## src/rtl/ring_step_ctrl.sv

```systemverilog
// ---------------------------------------------------------------------------
// ring_step_ctrl
//   Command sequencer that sits directly upstream of the 8-bit ring counter.
//   It accepts LOAD / STEP_UP / STEP_DN / RUN commands over a valid/ready
//   handshake and produces the counter's Enable, Load, Up1Dn0 and Data
//   inputs. Steps are paced by a programmable prescaler: one step every
//   Divisor+1 clocks. Done pulses for one cycle when an operation completes
//   or is halted.
//
// Ports
//   Clock     in   1      rising-edge clock
//   Reset     in   1      asynchronous, active-high reset
//   CmdValid  in   1      command present
//   CmdReady  out  1      block can accept a command (idle and not halted)
//   CmdOp     in   2      00 LOAD, 01 STEP_UP, 10 STEP_DN, 11 RUN
//   CmdArg    in   8      LOAD: pattern; STEP: step count N; RUN: bit0 dir
//   Divisor   in   DIV_W  prescale D, sampled when a command is accepted
//   Halt      in   1      aborts STEP/RUN; blocks command acceptance
//   Enable    out  1      ring counter Enable (registered)
//   Load      out  1      ring counter Load (registered)
//   Up1Dn0    out  1      ring counter direction (registered)
//   Data      out  8      ring counter parallel load data (registered)
//   Busy      out  1      an operation is in progress
//   Done      out  1      one-cycle completion pulse (registered)
// ---------------------------------------------------------------------------
module ring_step_ctrl #(
   parameter int DIV_W = 16,
   parameter int CNT_W = 8
) (
   input  logic             Clock,
   input  logic             Reset,
   input  logic             CmdValid,
   output logic             CmdReady,
   input  logic [1:0]       CmdOp,
   input  logic [7:0]       CmdArg,
   input  logic [DIV_W-1:0] Divisor,
   input  logic             Halt,
   output logic             Enable,
   output logic             Load,
   output logic             Up1Dn0,
   output logic [7:0]       Data,
   output logic             Busy,
   output logic             Done
);

   typedef enum logic [1:0] {
      S_IDLE = 2'd0,
      S_LOAD = 2'd1,
      S_STEP = 2'd2,
      S_RUN  = 2'd3
   } state_t;

   localparam logic [1:0] OP_LOAD    = 2'b00;
   localparam logic [1:0] OP_STEP_UP = 2'b01;
   localparam logic [1:0] OP_STEP_DN = 2'b10;
   localparam logic [1:0] OP_RUN     = 2'b11;

   localparam logic [DIV_W-1:0] PRE_ONE = 1;
   localparam logic [CNT_W-1:0] CNT_ONE = 1;

   state_t           state_q, state_n;
   logic [DIV_W-1:0] div_q,   div_n;    // divisor captured at accept
   logic [DIV_W-1:0] pre_q,   pre_n;    // prescaler phase, 0..div_q
   logic [CNT_W-1:0] cnt_q,   cnt_n;    // steps not yet issued
   logic             en_q,    en_n;
   logic             load_q,  load_n;
   logic             dir_q,   dir_n;
   logic [7:0]       data_q,  data_n;
   logic             done_q,  done_n;

   logic             accept;
   logic [DIV_W-1:0] pre_wrap;
   logic [CNT_W-1:0] arg_cnt;

   assign CmdReady = (state_q == S_IDLE) && !Halt;
   assign Busy     = (state_q != S_IDLE);
   assign Enable   = en_q;
   assign Load     = load_q;
   assign Up1Dn0   = dir_q;
   assign Data     = data_q;
   assign Done     = done_q;

   assign accept   = CmdValid && CmdReady;
   assign arg_cnt  = CmdArg[CNT_W-1:0];
   // Next prescaler phase while stepping: counts 0..D then wraps.
   assign pre_wrap = (pre_q == div_q) ? '0 : pre_q + PRE_ONE;

   // Next-state / next-output logic. Every output register is computed here
   // so that each pulse lands exactly in the cycle after its scheduling edge.
   always_comb begin
      // NOTE: every variable gets a default before the case so no path can
      // leave one unassigned and infer a latch.
      state_n = state_q;
      div_n   = div_q;
      pre_n   = pre_q;
      cnt_n   = cnt_q;
      en_n    = 1'b0;
      load_n  = 1'b0;
      dir_n   = dir_q;
      data_n  = data_q;
      done_n  = 1'b0;

      unique case (state_q)
         S_IDLE: begin
            if (accept) begin
               div_n = Divisor;
               pre_n = '0;
               unique case (CmdOp)
                  OP_LOAD: begin
                     state_n = S_LOAD;
                     en_n    = 1'b1;
                     load_n  = 1'b1;
                     data_n  = CmdArg;
                  end
                  OP_STEP_UP, OP_STEP_DN: begin
                     state_n = S_STEP;
                     dir_n   = (CmdOp == OP_STEP_UP);
                     // Phase 0 is already the pulse phase when D=0.
                     if ((Divisor == '0) && (arg_cnt != '0)) begin
                        en_n  = 1'b1;
                        cnt_n = arg_cnt - CNT_ONE;
                     end else begin
                        cnt_n = arg_cnt;
                     end
                  end
                  OP_RUN: begin
                     state_n = S_RUN;
                     dir_n   = CmdArg[0];
                     en_n    = (Divisor == '0);
                  end
                  default: ;
               endcase
            end
         end

         // The single load cycle is already on the outputs; finish now.
         // Halt is deliberately not looked at here.
         S_LOAD: begin
            state_n = S_IDLE;
            done_n  = 1'b1;
         end

         S_STEP: begin
            if (Halt || (cnt_q == '0)) begin
               // Either aborted or the last pulse has just been issued.
               state_n = S_IDLE;
               done_n  = 1'b1;
            end else begin
               pre_n = pre_wrap;
               if (pre_wrap == div_q) begin
                  en_n  = 1'b1;
                  cnt_n = cnt_q - CNT_ONE;
               end
            end
         end

         S_RUN: begin
            if (Halt) begin
               state_n = S_IDLE;
               done_n  = 1'b1;
            end else begin
               pre_n = pre_wrap;
               en_n  = (pre_wrap == div_q);
            end
         end

         default: state_n = S_IDLE;
      endcase
   end

   // NOTE: state registers use non-blocking assignments so every flop samples
   // the pre-edge values computed above, independent of block ordering.
   always_ff @(posedge Clock or posedge Reset) begin
      if (Reset) begin
         // NOTE: every register here is control state, so all of it is reset;
         // an operation in flight is simply discarded.
         state_q <= S_IDLE;
         div_q   <= '0;
         pre_q   <= '0;
         cnt_q   <= '0;
         en_q    <= 1'b0;
         load_q  <= 1'b0;
         dir_q   <= 1'b1;
         data_q  <= 8'h00;
         done_q  <= 1'b0;
      end else begin
         state_q <= state_n;
         div_q   <= div_n;
         pre_q   <= pre_n;
         cnt_q   <= cnt_n;
         en_q    <= en_n;
         load_q  <= load_n;
         dir_q   <= dir_n;
         data_q  <= data_n;
         done_q  <= done_n;
      end
   end

endmodule

```

## config.mk

```make
export PLATFORM = sky130hd
export DESIGN_NAME = ring_step_ctrl
export DESIGN_NICKNAME = d
export VERILOG_FILES = /design/src/rtl/ring_step_ctrl.sv
export SDC_FILE = /design/constraint.sdc
export NUM_CORES = 1
export LEC_CHECK = 0
export BUFFER_PORTS_ARGS = -buffer_cell sky130_fd_sc_hd__buf_2
export CAP_MARGIN = 20
export CORE_MARGIN = 1.5
export CORE_UTILIZATION = 59
export CTS_CLUSTER_SIZE = 16
export DETAILED_ROUTE_END_ITERATION = 7
export PLACE_DENSITY = 0.9
export SYNTH_ARGS = -nofsm -noshare
export SYNTH_HDL_FRONTEND = slang
export SYNTH_SLANG_ARGS = --single-unit
```

## constraint.sdc

```tcl
create_clock -name Clock -period 3.75 [get_ports Clock]
set_input_delay 0.5625 -clock Clock [delete_from_list [all_inputs] [get_ports Clock]]
set_output_delay 0.5625 -clock Clock [all_outputs]
set_load 0.005 [all_outputs]
```

* After elaboration in Yosys (flattened, before gate mapping)
Cells that the tools add are included.
** Cells by class
- Add/subtract/negate cells :: 3
- Equality and inequality tests :: 15
- Reductions and logical operators :: 21
- Muxes and demuxes :: 30
** Operator list (count)
- $mux 16 :: 4
- $pmux 16 s3 :: 1
- $mux 8 :: 5
- $eq 16x16->1 :: 2
- $add 16x1->16 const B :: 1
- $logic_not 16->1 :: 1
- $pmux 8 s2 :: 1
- $sub 8x1->8 const B :: 2
- $ne 2x2->1 const B :: 6
- $mux 1 :: 10
- $pmux 1 s3 :: 3
- $reduce_and 3->1 :: 3
- $eq 2x2->1 const B :: 4
- $logic_not 8->1 :: 1
- $pmux 2 s4 :: 1
- $reduce_bool 8->1 :: 1
- $mux 2 :: 3
- $pmux 2 s3 :: 1
- $reduce_bool 2->1 :: 3
- $reduce_and 5->1 :: 1
- $eq 2x1->1 const B :: 2
- $logic_not 2->1 :: 2
- $reduce_and 4->1 :: 1
- $logic_and 1x1->1 :: 3
- 7 further kinds :: 7
** Storage, ports and cells
- Logic and storage cells :: 78
- Output and inout port bits :: 14
- Flip-flop bits (word level) :: 54

* Logic depth before layout (Yosys ltp)
- Depth after elaboration :: 6
- Mapped depth :: 12
- Mapped depth without buffers :: 10

* Worst setup path before layout
No wires, ideal clock.
- Kind :: register to register
- Start point :: register pre_q[1]
- End point :: register cnt_q[0]
- Cell stages (with the launch flop) :: 13
- Data arrival time :: 2.784 ns
- Clock period less this slack :: 2.907 ns
- Library setup time :: 0.123 ns
- Path slack :: 0.843 ns
- Path through :: dfrtp_1 > ha_1 > and3_1 > buf_2 > nand4_1 > xor2_1 > or4b_1 > o311a_1 > a211o_1 > nor4_4 > buf_6 > a31oi_1 > a2bb2oi_1
** Between the ends
- Word-level cells in the longest chain between the ends :: 5
- Elaborated cells on any way between the ends :: 6
- Those cells by class :: 1 x add/sub; 3 x eq/ne; 1 x mux; 1 x reduce/logical
** Ends and longest elaborated chain
- from (decl) :: RTL line 63 : logic [DIV_W-1:0] pre_q, pre_n;
- from (signal assigned) :: RTL line 189 : pre_q <= pre_n;
- $add 16x1->16 or $eq 16x16->1 (tied branches) :: RTL line 86 : assign pre_wrap = (pre_q == div_q) ? '0 : pre_q + PRE_ONE;
- $mux 16 (*) :: RTL line 86
- $eq 16x16->1 (*) :: RTL line 150 : if (pre_wrap == div_q) begin
- $ne 2x2->1 (no source line) (*)
- $reduce_and 5->1 (no source line) (*)
- to (signal assigned) :: RTL line 190 : cnt_q <= cnt_n;
- to (decl) :: RTL line 64 : logic [CNT_W-1:0] cnt_q, cnt_n;
Mark *: on every way between the ends. The rest lies on a longest branch, timed or not.
A chain may end at the register's enable or synchronous reset.

* Final worst setup path
- Start point :: register pre_q[0]
- End point :: register cnt_q[5]
Same word-level chain as after synthesis.

==> results.cfg <==
[clock_network]
ctsResizeCount = 0
htree_levels = 2
cts_hold_buffers = 0
cts_buffers = 5
cts.sinks = 54
clock_path_buffers = 2
cts_root_buf = clkbuf_8
insertion_delay_ns = 0.32
path_clk_slew_ns = 0.09
postCtsSetupRepairBufs = 0
cts_tree = done

[logic_synthesis]
synth-edff-count = 0
yosysWarnings = 0
synth-seq-cells = 54
synth.distinct_cells = 67
synth.area.top_cells = dfrtp_1 36%, nand2_1 7.3%, xnor2_1 6.4%
yosys.area.top_type_share_pct = 36.1
syn_area_per_cell_sq_um = 8.80
synth_fp_nets = 456
synth_common_cells = 71 x nand2_1, 53 x dfrtp_1, 33 x nor2_1
async_flop_share_pct = 100
netlist_area_sq_um = 3670
synth_most_common_cell = nand2_1
yosysTopAreaCell = dfrtp_1
seq_area_frac_synth_pct = 36.9
synthCells = 417
synth_top_flop_cell = dfrtp_1

[finish]
insertedDiodeCount = 0
fin_nets = 492
drive_above_1_share_pct = 18.7
area_growth_pct = 9.10
nFillCells = 461
final_util_pct = 67.2

[worst_setup_path]
end_kind = register
worstPathArrival_ns = 3.45
worst_r2r_path_depth = 11
worst_setup_path_start_kind = register
worstPathMaxFanout = 15
crit_type = reg2reg
cp_data_required_time_ns = 3.94

[pwr]
power_mw = 1.68
p_leak_nw = 1.80
power.density_nw_per_um2 = 420
irDropWorstVdd_uv = 288

[grt]
antenna_found_initial = 0
grt_first_pass_wirelength_microns = 15000
grt_usage_pct = 29.4
grt_max_degree = 29
grt_pass1_vias = 3171
overflow = 0

[placed_design]
gp_congestion = 0.928
numPortBuffers = 43
post-dp-hpwl_microns = 6820

[die]
num_rows = 28
dieArea_sq_um = 6700
ioPinCount = 44
start_util_pct = 61.6
die_height_microns = 81.9
core_area_sq_um = 5960
die_w_microns = 81.9

[sta]
final_max_slew_viol_count = 0
setup_viol = 0
worstMarginPinSlew_ns = 0.741
rsz0062_at_grt = false
finClkSkew_ns = 0.0112
finalHoldViolations = 0
slew_headroom_pct = 50.3
period_needed_ns = 3.26
holdWs_ns = 0.298
fin_crit_sh_pct = 87.0
setup_tns_ns = 0
maxClockFrequency_mhz = 307

[route]
drc = 0
firstDrtPassIters = 5
ant_nets = 0
num_vias = 3361
vias_per_cell = 6.35
routed_wl_microns = 9160
first_iter_violations = 353
wl_per_cell_microns = 17.3

[job]
max-cap-violations = 0

[outcome]
status = complete, no violations

[worst_hold_path]
hp-class = in2async
==> metrics by stage <==
| step | cell area, sq um | std cells | setup slack, ns |
|---|---|---|---|
| after global routing | 4000 | 529 | 0.353 |
| after detailed placement | 3920 | 521 | 0.543 |
| final | 4000 | 529 | 0.489 |
| after global placement | 3920 | 521 | 0.644 |
| after CTS | 4000 | 529 | 0.522 |
| after floorplan | 3670 | 417 | 0.843 |
==> logic make-up (layout without fill, tap and decap cells) <==
family	Yosys count	count (layout)	synth area share, %
flops	54	54	36.9
xor+xnor	41	41	10.2
buf+inv	37	74	4.94
mux	8	8	2.39
simple gates	192	192	28.3
compound gates	76	76	14.3
fa+ha+maj	9	9	3.07
==> report_power, final <==
part	total, mW	internal, mW	switching, mW	leakage, nW
sequential	0.842	0.699	0.143	0.687
clock	0.331	0.132	0.199	0.0452
combinational	0.508	0.236	0.271	1.07
==> worst max-delay path, stage by stage (launching register included) <==
cell and delay [ns]:
dfrtp_1 0.56, ha_1 0.33, and3_1 0.31, nand4_1 0.19
xor2_1 0.22, or4b_1 0.47, o311a_1 0.11, a211o_1 0.26
nor4_4 0.13, buf_4 0.24, nor4b_2 0.20, o21ai_0 0.11
==> sequential cells by signal, indices dropped and copies added, names as in the netlist <==
signal and cells:
state_q 2, pre_q 16, Up1Dn0 1, Enable 1, Load 1, div_q 16
Done 1, cnt_q 8, Data 8
==> path summary, 6_finish.rpt <==
| path | start | end | slack (ns) |
|---|---|---|---|
| max | pre_q[0] | cnt_q[5] | 0.49 |
| min | Reset | div_q[5] | 0.30 |
| max reg2reg | pre_q[0] | cnt_q[5] | 0.49 |
| min reg2reg | Data[0] | Data[0] | 0.50 |
| max in group asynchronous | Reset | Up1Dn0 | 2.62 |
| min in group Clock | Divisor[6] | div_q[6] | 0.45 |
==> final cells by class <==
cell class	count	area [sq um]	area share (%)
clock buffer	6	72.6	1.81
clock inverter	2	13.8	0.344
inverter	14	52.6	1.31
multi-input combinational	326	2140	53.3
sequential	54	1350	33.8
tap	75	93.8	2.34
timing repair buffer	52	283	7.06
==> layout by cell type, fill, tap and decap left out, types with 3 or more instances in the layout <==
master and n:
nand2_1 71, dfrtp_1 53, buf_2 43, nor2_1 33, xnor2_1 27, o21ai_0 26
nand3_1 16, xor2_1 13, inv_1 13, nand4_1 10, nor4_1 9, ha_1 9
buf_4 9, a21oi_1 8, and3_1 7, mux2_2 6, nor3_1 6, a31oi_1 5
nand2b_1 5, clkbuf_8 5, or3_1 4, o31ai_1 4, or2_2 3, and4_1 3
nand3b_1 3, a22oi_1 3, or4b_1 3
==> layer usage <==
| layer | share of wire (%) | global-route usage [%] |
|---|---|---|
| met1 | 43 | 40.0 |
| met2 | 47 | 45.4 |
| met3 | 7.7 | 6.00 |
| met4 | 2.6 | 12.4 |
| met5 | 0 | 0 |
(Power assumes the default switching activity.)
